$ cat config.mk
export PLATFORM = sky130hd
export DESIGN_NAME = pipe_stage_reg
export DESIGN_NICKNAME = d
export VERILOG_FILES = /design/src/rtl/pipe_stage_reg.sv
export SDC_FILE = /design/constraint.sdc
export NUM_CORES = 1
export LEC_CHECK = 0
export CORE_AREA = 3 3 123 125
export DETAILED_ROUTE_END_ITERATION = 7
export DIE_AREA = 0 0 126 128
export GPL_ROUTABILITY_DRIVEN = 1
export PLACE_DENSITY = 0.8
export SETUP_SLACK_MARGIN = 0.02
export SYNTH_ARGS = -nofsm -noshare
export SYNTH_HDL_FRONTEND = slang
export SYNTH_SLANG_ARGS = --single-unit
$ cat constraint.sdc
create_clock -name clk_i -period 2.8 [get_ports clk_i]
set_clock_uncertainty 0.2 [all_clocks]
set_input_delay 0.56 -clock clk_i [delete_from_list [all_inputs] [get_ports clk_i]]
set_output_delay 0.56 -clock clk_i [all_outputs]
set_load 0.03 [all_outputs]
$ cat src/rtl/pipe_stage_reg.sv
// Inter-stage pipeline register with valid/ready handshake, optional 2-entry skid buffer,
// synchronous flush with bubble insertion and a saturating downstream-stall counter.
module pipe_stage_reg #(
  parameter int unsigned CTRL_W = 4,
  parameter int unsigned DATA_W = 69,
  parameter int unsigned SKID   = 1
) (
  input  logic              clk_i,
  input  logic              rst_n_i,
  input  logic              start_i,
  input  logic              flush_i,
  input  logic              valid_i,
  output logic              ready_o,
  input  logic [CTRL_W-1:0] ctrl_i,
  input  logic [DATA_W-1:0] data_i,
  output logic              valid_o,
  input  logic              ready_i,
  output logic [CTRL_W-1:0] ctrl_o,
  output logic [DATA_W-1:0] data_o,
  output logic [1:0]        occupancy_o,
  output logic [15:0]       stall_cnt_o
);

  typedef enum logic [1:0] {
    StEmpty = 2'd0,
    StFull  = 2'd1,
    StSkid  = 2'd2
  } state_e;

  state_e              state_q, state_d;
  logic [CTRL_W-1:0]   main_ctrl_q, main_ctrl_d;
  logic [DATA_W-1:0]   main_data_q, main_data_d;
  logic [CTRL_W-1:0]   skid_ctrl_q, skid_ctrl_d;
  logic [DATA_W-1:0]   skid_data_q, skid_data_d;
  logic [15:0]         stall_cnt_q, stall_cnt_d;
  logic                xfer_in, xfer_out;

  always_ff @(posedge clk_i or negedge rst_n_i) begin
    if (!rst_n_i) begin
      state_q     <= StEmpty;
      main_ctrl_q <= '0;
      main_data_q <= '0;
      skid_ctrl_q <= '0;
      skid_data_q <= '0;
      stall_cnt_q <= '0;
    end else begin
      state_q     <= state_d;
      main_ctrl_q <= main_ctrl_d;
      main_data_q <= main_data_d;
      skid_ctrl_q <= skid_ctrl_d;
      skid_data_q <= skid_data_d;
      stall_cnt_q <= stall_cnt_d;
    end
  end

  always_comb begin
    state_d     = state_q;
    main_ctrl_d = main_ctrl_q;
    main_data_d = main_data_q;
    skid_ctrl_d = skid_ctrl_q;
    skid_data_d = skid_data_q;
    stall_cnt_d = stall_cnt_q;
    xfer_in     = valid_i & ready_o;
    xfer_out    = valid_o & ready_i;

    // With start_i low every register holds and ready_o/valid_o are both low.
    if (start_i) begin
      if (valid_o && !ready_i && (stall_cnt_q != 16'hFFFF)) begin
        stall_cnt_d = stall_cnt_q + 16'd1;
      end

      if (flush_i) begin
        // Bubble insertion: control bits cleared, data payload left in place.
        state_d     = StEmpty;
        main_ctrl_d = '0;
        skid_ctrl_d = '0;
      end else begin
        unique case (state_q)
          StEmpty: begin
            if (xfer_in) begin
              main_ctrl_d = ctrl_i;
              main_data_d = data_i;
              state_d     = StFull;
            end
          end
          StFull: begin
            if (xfer_in && xfer_out) begin
              main_ctrl_d = ctrl_i;
              main_data_d = data_i;
            end else if (xfer_in && (SKID != 0)) begin
              skid_ctrl_d = ctrl_i;
              skid_data_d = data_i;
              state_d     = StSkid;
            end else if (xfer_out) begin
              state_d = StEmpty;
            end
          end
          StSkid: begin
            if (xfer_out) begin
              main_ctrl_d = skid_ctrl_q;
              main_data_d = skid_data_q;
              state_d     = StFull;
            end
          end
          default: state_d = StEmpty;
        endcase
      end
    end
  end

  always_comb begin
    valid_o = start_i & (state_q != StEmpty);
    if (SKID != 0) begin
      ready_o = start_i & (state_q != StSkid);
    end else begin
      ready_o = start_i & (ready_i | (state_q == StEmpty));
    end
    ctrl_o      = valid_o ? main_ctrl_q : '0;
    data_o      = main_data_q;
    stall_cnt_o = stall_cnt_q;
    unique case (state_q)
      StFull:  occupancy_o = 2'd1;
      StSkid:  occupancy_o = 2'd2;
      default: occupancy_o = 2'd0;
    endcase
  end

endmodule

### Yosys cells after proc, flatten, opt, wreduce, memory -nomap -nowiden

Index checks and enable logic that the tools add are counted.

* div/mod/pow operators: 0
* shift operators: 0
* $mul: 0
* add/sub/neg operators: 1
* mux-type cells: 21
* reduce and logical (&&, ||, !) cells: 16
* bitwise operators: 6
* eq/ne operators: 13
* order comparisons: 0

Operator list (count)
* 69-bit 2-to-1 mux: 3
* 69-bit case mux with 3 select lines: 1
* 4-bit 2-to-1 mux: 8
* 16-bit by 1-bit adder with 16-bit output (second input constant): 1
* 16-bit != test (second input constant): 1
* 5-bit AND reduction: 3
* 2-bit 2-to-1 mux: 6
* 3-bit != test (second input constant): 4
* 4-bit case mux with 3 select lines: 1
* 2-bit != test (second input constant): 5
* 2-bit case mux with 3 select lines: 1
* 6-bit AND reduction: 1
* 2-bit nonzero test: 3
* 1-bit AND: 4
* 4-bit != test (second input constant): 1
* 2-bit case mux with 2 select lines: 1
* 4-bit AND reduction: 1
* 4-bit nonzero test: 1
* 1-bit logical AND: 3
* 3-bit nonzero test: 1
* 2-bit by 1-bit equality test with 1-bit output (second input constant): 1
* 2-bit equality test (second input constant): 1
* 2-bit zero test: 1
* 1-bit NOT: 2
* other kinds (2): 2

* register bits after elaboration: 164
* RAM bits: 0
* latch bits: 0
* input port bits: 79
* memories: 0
* memory bits (read-only): 0
* output and inout port bits: 93

### Depth between registers and ports, before layout

Gate-level depths: netlist (run 1).

* depth in word-level cells: 8
* gate-level depth with buffers: 9
* gate-level depth less buffers: 6

### Worst setup path after synthesis (run 1)

No wires, ideal clock.

* path kind: reg-to-output
* start: register state_q[1]
* end: output ready_o
* arrival time: 1.449 ns
* path slack: 0.591 ns
* required time: 2.040 ns
* stages on the path, launching flop included: 6
* cell sequence: dfrtp_1 > inv_1 > nor2_2 > buf_4 > buf_2 > nor2b_1

* longest elaborated chain between the ends: 2

RTL lines
* start: declaration: RTL line 30 `state_e state_q, state_d;`
* start signal: assignment: RTL line 40 `state_q <= StEmpty;`
* start signal: assignment: RTL line 47 `state_q <= state_d;`
* 2-bit != test: RTL line 114 `ready_o = start_i & (state_q != StSkid);`
* 1-bit AND: RTL line 114
* end: declaration: RTL line 13 `output logic ready_o,`

Every way passes these cells.

### Final worst setup path (run 1)

* start: register state_q[1]
* end: output occupancy_o[0]

* longest elaborated chain between the ends: 2
* elaborated cells on any way between the ends: 3
* classes of those cells: 2 x eq/ne; 1 x mux

RTL lines
* 2-bit equality test / 2-bit by 1-bit equality test with 1-bit output (equally long branches): RTL line 121 `unique case (state_q)`
* 2-bit case mux with 2 select lines *: RTL line 121
* end: declaration: RTL line 20 `output logic [1:0] occupancy_o,`

Mark *: on every way between the ends. The rest lies on a longest branch, timed or not.

==> results of run 1 <==
==> kinds of logic (layout without fill, tap and decap cells) <==
logic type / after synthesis / after routing
XOR/XNOR: 16 / 16
multiplexers: 75 / 75
flip-flops: 164 / 164
buffers and inverters: 44 / 218
adder cells (fa/ha/maj): 1 / 1
AO/OA/AOI/OAI: 88 / 88
AND/OR/NAND/NOR: 322 / 322
==> registers in the layout (all words and copies together), names as in the netlist <==
name and count:
data_o 69, stall_cnt_o 16, skid_data_q 69, main_ctrl_q 4
state_q 2, skid_ctrl_q 4
==> critical path, cell delays in order (launching register included) <==
cell	delay [ns]
dfrtp_1	0.43
and2b_1	0.30
clkdlybuf4s50_1	0.74
==> worst paths after layout <==
check,start,cells after the start,endpoint,slack (ns)
setup / recovery,state_q[1]$_DFFE_PN0P_,2,occupancy_o[0],0.15
hold reg to reg,skid_data_q[34]$_DFFE_PN0P_,2,skid_data_q[34]$_DFFE_PN0P_,0.27
min in group asynchronous,rst_n_i,2,stall_cnt_o[11]$_DFFE_PN0P_,0.45
setup reg to reg,stall_cnt_o[0]$_DFFE_PN0P_,5,stall_cnt_o[1]$_DFFE_PN0P_,0.60
max in group asynchronous,rst_n_i,3,data_o[67]$_DFFE_PN0P_,1.28
hold / removal,skid_data_q[34]$_DFFE_PN0P_,2,skid_data_q[34]$_DFFE_PN0P_,0.27
==> metal layers <==
| layer | up-vias | routed length, um |
|---|---|---|
| met2 | 170 | 7930 |
| met5 | - | 13 |
| met1 | 2617 | 7170 |
| met3 | 38 | 928 |
| li1 | 2660 | - |
| met4 | 2 | 433 |
==> cell type report <==
cell class	count	area [um^2]
clock buffers	17	425
clock inverters	15	203
fillers	1078	4400
inverters	2	7.51
multi-input cells	502	2730
flip-flops and latches	164	4100
well taps	180	225
repair buffers	184	1890
==> metrics by stage <==
step / power (uW) / util / area (um^2) / worst slack, ns / hold slack (ns)
2_1_floorplan: 4580 / - / 7050 / 0.591 / 0.0644
3_3_place_gp: 5520 / 0.640 / 8950 / 0.334 / 0.256
3_5_place_dp: 5600 / 0.640 / 8950 / 0.303 / 0.262
4_1_cts: 8100 / 0.685 / 9580 / 0.146 / 0.277
5_1_grt: 8460 / 0.685 / 9580 / 0.0524 / 0.294
6_report: 8030 / 0.685 / 9580 / 0.150 / 0.274
==> cell usage in the layout (no fill, tap or decap), types with 2 or more instances in the layout <==
cell / count
clkinv_2: 3
clkdlybuf4s50_1: 164
nor2b_1: 2
nand3_1: 4
xnor2_1: 14
and3_1: 3
buf_12: 7
clkinvlp_4: 2
inv_6: 3
o22ai_1: 2
and4_1: 3
dfrtp_1: 164
mux2i_1: 74
o31ai_1: 4
buf_4: 11
nand4_1: 7
a22o_1: 4
inv_1: 2
nor2_1: 2
clkbuf_16: 17
o21ai_0: 47
o21ai_1: 25
xor2_1: 2
clkinv_4: 3
and2_1: 5
nand2_1: 289
bufinv_16: 4
==> timing repair <==
action	CTS	global route
hold buffers	1	0
endpoints found under the hold margin	43	0
endpoints found under the setup margin	0	0
==> power groups by stage <==
stage	Clock [uW]	Combinational [uW]	Sequential [uW]
after floorplan	0	679	3900
after global placement	0	2130	3390
after detailed placement	0	2200	3410
after CTS	2510	2210	3380
after global routing	2610	2390	3460
final	2460	2180	3380
==> impl_metrics.yaml, run 1 <==
yosys:
  synth_xor_area_frac: 0.0199
  synthTopCellsByCount: "nand2_1, dfrtp_1, mux2i_1, o21ai_0, o21ai_1"
  synthAdderAreaFrac: 0.00178
  synth_area_per_cell_um2: 9.93
  synth_top_family_by_area: "simple AND/OR/NAND/NOR gates"
  yosysUniqueCellTypes: 36
  synth_top_area_frac: 0.582
  synth_nets: 790
  ys_seq_area_frac: 0.582
  synth.area.top_cells: "dfrtp_1, nand2_1, mux2i_1, o21ai_0, o21ai_1"
  synth_compound_area_frac: 0.0737
  synth_area_leader_cell: "dfrtp_1"
  syn_area_um2: 7050
  muxShareOfSynthArea: 0.107
  synthArstFlopShare: 1.00
  synth_edf_count: 0
  synth_cells: 710
  synth-simple-area-share: 0.185
  yosysMostFrequentCell: "nand2_1"
  yosys_warnings: 0
  yosys_register_bits: 164
  synth-main-ff-cell: "dfrtp_1"
placement:
  detailed_place_hpwl_um: 10500
  io_buffers: 171
  place_inst: 1031
  gp_congestion: 0.749
timing:
  report.final.slew_viol_count: 0
  max_slew.worst_pin.slew_ns: 0.613
  rsz0062_at_grt: "no"
  timing.final.hold_violations: 0
  relSlewSlack: 0.591
  setup_viol: 0
  setup-tns-final_ns: 0
  min_period_over_period: 0.946
  period_needed_ns: 2.65
  max_freq_mhz: 377
setup_path:
  crit_type: "register to output pin"
  crit_arrival_ns: 1.89
  required_ns: 2.04
  crit_fanout: 5
  critPathCaptureType: "output pin"
  crit_path_start_kind: "register"
floorplanning:
  chipHeight_um: 128
  die_area_um2: 16100
  coreArea_um2: 14000
  die_w_um: 126
  pin_count: 172
  rows: 43
  initial_core_util: 0.504
route:
  routed_wl_um: 16500
  num_vias: 5487
  wl_per_cell_um: 15.5
  ant_nets: 0
  drt-pass1-iter-count: 4
  routed_via_density: 5.16
  post-route-drc-count: 0
  first_iter_violations: 325
power_and_ir_drop:
  p_leak_uw: 0.00436
  sw_frac_of_total: 0.324
  internal_power_uw: 5430
  ir_drop_mv: 0.416
  clockPowerShare: 0.307
  pwr-share-seq: 0.421
  comb_power_share: 0.272
  power.switching_uw: 2600
  power.density_nw_per_um2: 838
global_routing:
  met3_usage: 0.0546
  grt_pass1_vias: 5456
  use_met1: 0.276
  use_met2: 0.336
  grt_start_max_net_pins: 77
  busiest_layer: "met2"
  grt_antenna_before_repair: 1
  grt_pass1_wl_um: 27300
  grt_overflow: 0
  groute.usage.overall: 0.210
flow_run:
  maxCapViolations: 0
status:
  status: "finished, final reports clean"
cts:
  root_buffer: "clkbuf_16"
  htreeDepth: 4
  cts_resized: 0
  tritoncts: "built"
  insertion_delay_ns: 0.42
  postCtsSetupRepairBufs: 0
  cts_buffers: 17
  clock-sinks: 164
  max-clock-path-buffers: 2
  path_clk_slew_ns: 0.06
min_path:
  hp-class: "register to register"
layout:
  fin_cells: 1064
  nets: 951
  drive_gt1_frac: 0.0667
  diodes: 0
  area_growth_pct: 36.0
(Power assumes the default switching activity.)
==> inputs of run 2 (changes only) <==
--- a/config.mk
+++ b/config.mk
@@ -5,11 +5,11 @@
 export SDC_FILE = /design/constraint.sdc
 export NUM_CORES = 1
 export LEC_CHECK = 0
-export CORE_AREA = 3 3 123 125
+export CORE_AREA = 3 3 120 122
 export DETAILED_ROUTE_END_ITERATION = 7
-export DIE_AREA = 0 0 126 128
+export DIE_AREA = 0 0 123 125
 export GPL_ROUTABILITY_DRIVEN = 1
-export PLACE_DENSITY = 0.8
+export PLACE_DENSITY = 0.95
 export SETUP_SLACK_MARGIN = 0.02
 export SYNTH_ARGS = -nofsm -noshare
 export SYNTH_HDL_FRONTEND = slang
==> constraint.sdc (replaced) <==
create_clock -name clk_i -period 3.3 [get_ports clk_i]
set_clock_uncertainty 0.2 [all_clocks]
set_input_delay 0.66 -clock clk_i [delete_from_list [all_inputs] [get_ports clk_i]]
set_output_delay 0.66 -clock clk_i [all_outputs]
set_load 0.03 [all_outputs]
==> run 2 against run 1 <==
- via count up 1.5%
- critical endpoint is now ctrl_o[3]
- sequential share of layout area grew 0.39 points
- global-route usage grew 1.5 points
- clock power shrank 28%
- count of clock-buffer cells in the layout is 10 higher
- worst hold slack worse by 0.0019 ns
- sequential power decreased by 15%
- largest cell class unchanged
- sequential cell count did not move
- core utilization increased by 2.9 points
- setup slack better by 0.12 ns
- first-iteration DRC count shrank 6.8%
==> impl_metrics.yaml, run 2 (synthesis results as in run 1) <==
status:
  status: "finished, final reports clean"
timing:
  min_period_over_period: 0.917
  period_needed_ns: 3.03
  rsz0062_at_grt: "no"
  timing.final.hold_violations: 0
  max_slew.worst_pin.slew_ns: 0.599
  setup-tns-final_ns: 0
  max_freq_mhz: 330
  setup_viol: 0
  report.final.slew_viol_count: 0
  relSlewSlack: 0.600
layout:
  area_growth_pct: 34.7
  diodes: 0
  regArea_um2: 4100
  drive_gt1_frac: 0.0510
  final_cell_mix: "nand2_1, clkdlybuf4s50_1, dfrtp_1, mux2i_1, o21ai_0"
  layout_commonest_cell: "nand2_1"
  nets: 950
  fillers: 951
  multi_input_area_um2: 2730
cts:
  clock-sinks: 164
  insertion_delay_ns: 0.41
  htreeDepth: 4
  path_clk_slew_ns: 0.06
  root_buffer: "clkbuf_16"
  max-clock-path-buffers: 2
  cts_buffers: 17
  tritoncts: "built"
floorplanning:
  initial_core_util: 0.530
  die_w_um: 123
  coreArea_um2: 13300
  rows: 42
  die_area_um2: 15400
  chipHeight_um: 125
  pin_count: 172
flow_run:
  maxCapViolations: 0
placement:
  io_buffers: 171
  detailed_place_hpwl_um: 11300
  gp_congestion: 0.791
global_routing:
  grt_pass1_wl_um: 27700
  busiest_layer: "met2"
  grt_pass1_vias: 5670
  use_met2: 0.386
  grt_antenna_before_repair: 0
  grt_overflow: 0
  met3_usage: 0.0492
  use_met1: 0.280
  grt_start_max_net_pins: 82
  groute.usage.overall: 0.225
route:
  first_iter_violations: 303
  ant_nets: 0
  routed_via_density: 5.27
  num_vias: 5572
  post-route-drc-count: 0
  routed_wl_um: 17100
  drt-pass1-iter-count: 4
  wl_per_cell_um: 16.1
power_and_ir_drop:
  finalPower_uw: 6510
  p_leak_uw: 0.00431
  ir_drop_mv: 0.456
  power.density_nw_per_um2: 686
setup_path:
  critPathCaptureType: "output pin"
  crit_type: "input pin to output pin"
  required_ns: 2.44
  crit_fanout: 7
  crit_arrival_ns: 2.17
  crit_path_cell_trace: "clkdlybuf4s50_1, o21a_2, and2_1, clkdlybuf4s50_1"
  path_common_cell: "clkdlybuf4s50_1"
  cpMaxStageDelayCell: "clkdlybuf4s50_1"
  crit_path_start_kind: "input pin"
  cp_slowest_stage_delay_ns: 0.66
min_path:
  hp-class: "register to register"
==> run 2: changes by cell type in the layout (fill, tap and decap cells not counted), sizes merged, moves of 3 or more <==
cell           change
clkdlybuf4s50      +6
bufinv             -4
buf                -7
clkbuf            +10
inv                -3
clkinv             -3
==> run 2: per-layer routing <==
layer | part of all wire | wire length [um]
met1 | 0.41 | 6940
met2 | 0.52 | 8870
met3 | 0.058 | 983
met4 | 0.016 | 272
met5 | 0 | 0
==> run 2: layout make-up <==
cell class                      count  share of cell area
Clock inverter                      4             0.00237
Inverter                            2            0.000791
Multi-Input combinational cell    502               0.288
Clock buffer                       27              0.0530
Sequential cell                   164               0.432
Timing Repair Buffer              183               0.201
Tap cell                          176              0.0232
==> run 2: final timing paths <==
kind / from / endpoint / slack, ns / cells after the start
min in group asynchronous: rst_n_i / skid_data_q[61]$_DFFE_PN0P_ / 0.53 / 2
setup reg to reg: stall_cnt_o[0]$_DFFE_PN0P_ / stall_cnt_o[1]$_DFFE_PN0P_ / 1.11 / 5
hold / removal: skid_data_q[6]$_DFFE_PN0P_ / skid_data_q[6]$_DFFE_PN0P_ / 0.27 / 2
setup / recovery: start_i / ctrl_o[3] / 0.27 / 4
hold reg to reg: skid_data_q[6]$_DFFE_PN0P_ / skid_data_q[6]$_DFFE_PN0P_ / 0.27 / 2
max in group asynchronous: rst_n_i / stall_cnt_o[10]$_DFFE_PN0P_ / 1.53 / 3
==> run 2: critical path, delay by kind of cell <==
kind,cells,cell delay [ns]
buf+inv,2,1.14
compound gates,1,0.21
simple gates,1,0.15
==> run 2: report_power, final <==
group | internal, uW | total [uW] | switching (uW)
combinational | 799 | 1870 | 1070
clock | 1040 | 1770 | 729
sequential | 2540 | 2880 | 333
total | 4380 | 6510 | 2130
==> run 2: what timing repair did <==
item	CTS	global route
resized for setup	0	0
hold buffers	1	0
setup buffers	0	0
endpoints found under the hold margin	12	0
==> run 2: through the flow <==
step	instance area (um^2)	util	hold slack [ns]	cells	worst slack, ns
after CTS	9500	0.714	0.277	1058	0.268
after detailed placement	8960	0.674	0.262	1026	0.263
after global placement	8960	0.674	0.256	1026	0.331
after floorplan	7050	-	0.164	710	0.991
final	9500	0.714	0.272	1058	0.274
after global routing	9500	0.714	0.294	1058	0.217
==> inputs of run 3 (changes only) <==
--- a/config.mk
+++ b/config.mk
@@ -9,7 +9,7 @@
 export DETAILED_ROUTE_END_ITERATION = 7
 export DIE_AREA = 0 0 123 125
 export GPL_ROUTABILITY_DRIVEN = 1
-export PLACE_DENSITY = 0.95
+export PLACE_DENSITY = 0.9
 export SETUP_SLACK_MARGIN = 0.02
 export SYNTH_ARGS = -nofsm -noshare
 export SYNTH_HDL_FRONTEND = slang
==> run 3 against run 2 <==
- power rose by 3.8%
- non-clock buffer count up 1
- largest power group unchanged
- global-route usage fell by 0.53 points
- via count decreased by 0.75%
- critical path depth unchanged
- wire length shrank 4.3%
- first-iteration DRC count is 51% higher
- cell count grew 0.19%
- die area is the same
- setup slack worse by 0.0058 ns
==> impl_metrics.yaml, run 3 (synthesis results as in run 1) <==
timing:
  setup_viol: 0
  relSlewSlack: 0.384
  max_freq_mhz: 330
  rsz0062_at_grt: "no"
  holdWs_ns: 0.00624
  max_slew.worst_pin.slew_ns: 0.924
  period_needed_ns: 3.03
  timing.final.hold_violations: 0
  min_period_over_period: 0.919
  setup-tns-final_ns: 0
  report.final.slew_viol_count: 0
layout:
  area_growth_pct: 35.1
  drive_gt1_frac: 0.0588
  diodes: 0
  nets: 951
  final_cell_mix: "nand2_1, clkdlybuf4s50_1, dfrtp_1, mux2i_1, o21ai_0"
  layout_commonest_cell: "nand2_1"
  fillers: 978
cts:
  max-clock-path-buffers: 2
  cts_hold_buf: 0
  cts_resized: 0
  cts_buffers: 17
  tritoncts: "built"
  insertion_delay_ns: 0.41
  htreeDepth: 4
  root_buffer: "clkbuf_16"
  path_clk_slew_ns: 0.06
  postCtsSetupRepairBufs: 0
  clock-sinks: 164
power_and_ir_drop:
  power.density_nw_per_um2: 710
  ir_drop_mv: 0.448
  p_leak_uw: 0.00433
global_routing:
  groute.usage.overall: 0.220
  grt_overflow: 0
  grt_pass1_wl_um: 27200
  grt_start_max_net_pins: 103
  grt_pass1_vias: 5539
  grt_antenna_before_repair: 0
setup_path:
  crit_fanout: 11
  required_ns: 2.44
  crit_path_start_kind: "input pin"
  critPathCaptureType: "output pin"
  crit_type: "input pin to output pin"
  crit_path_cell_trace: "clkdlybuf4s50_1, buf_4, nor2b_1, clkdlybuf4s50_1"
  cp_slowest_stage_delay_ns: 0.68
  cpMaxStageDelayCell: "clkdlybuf4s50_1"
  path_common_cell: "clkdlybuf4s50_1"
  crit_arrival_ns: 2.17
route:
  wl_per_cell_um: 15.4
  post-route-drc-count: 0
  routed_wl_um: 16300
  first_iter_violations: 457
  drt-pass1-iter-count: 5
  ant_nets: 0
  routed_via_density: 5.22
  num_vias: 5530
floorplanning:
  initial_core_util: 0.530
  die_w_um: 123
  die_area_um2: 15400
  pin_count: 172
  chipHeight_um: 125
  coreArea_um2: 13300
  rows: 42
status:
  status: "finished, final reports clean"
placement:
  gp_congestion: 0.770
  io_buffers: 171
  detailed_place_hpwl_um: 10800
min_path:
  hp-class: "input pin to asynchronous set/reset pin"
flow_run:
  maxCapViolations: 0
[run 3: metal layers]
metal | global-route usage | vias to the layer above | routed length [um]
li1 | - | 2664 | -
met4 | 0.0808 | 0 | 299
met3 | 0.0528 | 25 | 967
met5 | 0 | - | 0
met1 | 0.294 | 2671 | 6860
met2 | 0.350 | 170 | 8210
[run 3: layout make-up]
cell class / instances / area, um^2 / share of cell area
Clock buffer: 24 / 502 / 0.0527
Clock inverter: 8 / 121 / 0.0127
Inverter: 2 / 7.51 / 0.000788
Multi-Input combinational cell: 502 / 2730 / 0.287
Sequential cell: 164 / 4100 / 0.431
Tap cell: 176 / 220 / 0.0231
Timing Repair Buffer: 184 / 1840 / 0.193
[run 3: power breakdown]
group,internal (uW),total [uW],switching (uW)
Sequential,2540,2860,320
Clock,1290,2050,760
Combinational,788,1850,1060
[run 3: final timing paths]
| check | end | start | depth (start not counted) | slack, ns |
|---|---|---|---|---|
| setup / recovery | ready_o | start_i | 4 | 0.27 |
| hold / removal | stall_cnt_o[15]$_DFFE_PN0P_ | rst_n_i | 1 | 0.006 |
| setup reg to reg | data_o[68]$_DFFE_PN0P_ | state_q[1]$_DFFE_PN0P_ | 5 | 1.06 |
| hold reg to reg | skid_data_q[23]$_DFFE_PN0P_ | skid_data_q[23]$_DFFE_PN0P_ | 2 | 0.27 |
| max in group asynchronous | data_o[47]$_DFFE_PN0P_ | rst_n_i | 2 | 2.22 |
| min in group clk_i | skid_data_q[23]$_DFFE_PN0P_ | skid_data_q[23]$_DFFE_PN0P_ | 2 | 0.27 |
[run 3: through the flow]
stage / cell area, um^2 / setup slack (ns) / utilization / instances / power, uW
global placement: 8900 / 0.331 / 0.669 / 1028 / 4670
finish: 9520 / 0.268 / 0.716 / 1060 / 6760
global route: 9520 / 0.218 / 0.716 / 1060 / 7110
CTS: 9520 / 0.256 / 0.716 / 1060 / 6820
floorplan: 7050 / 0.991 / - / 710 / 3890
detailed placement: 8900 / 0.262 / 0.669 / 1028 / 4750
[run 3: critical path, delay by kind of cell]
family | cells | cell delay, ns
buffers and inverters | 3 | 1.35
AND/OR/NAND/NOR | 1 | 0.16
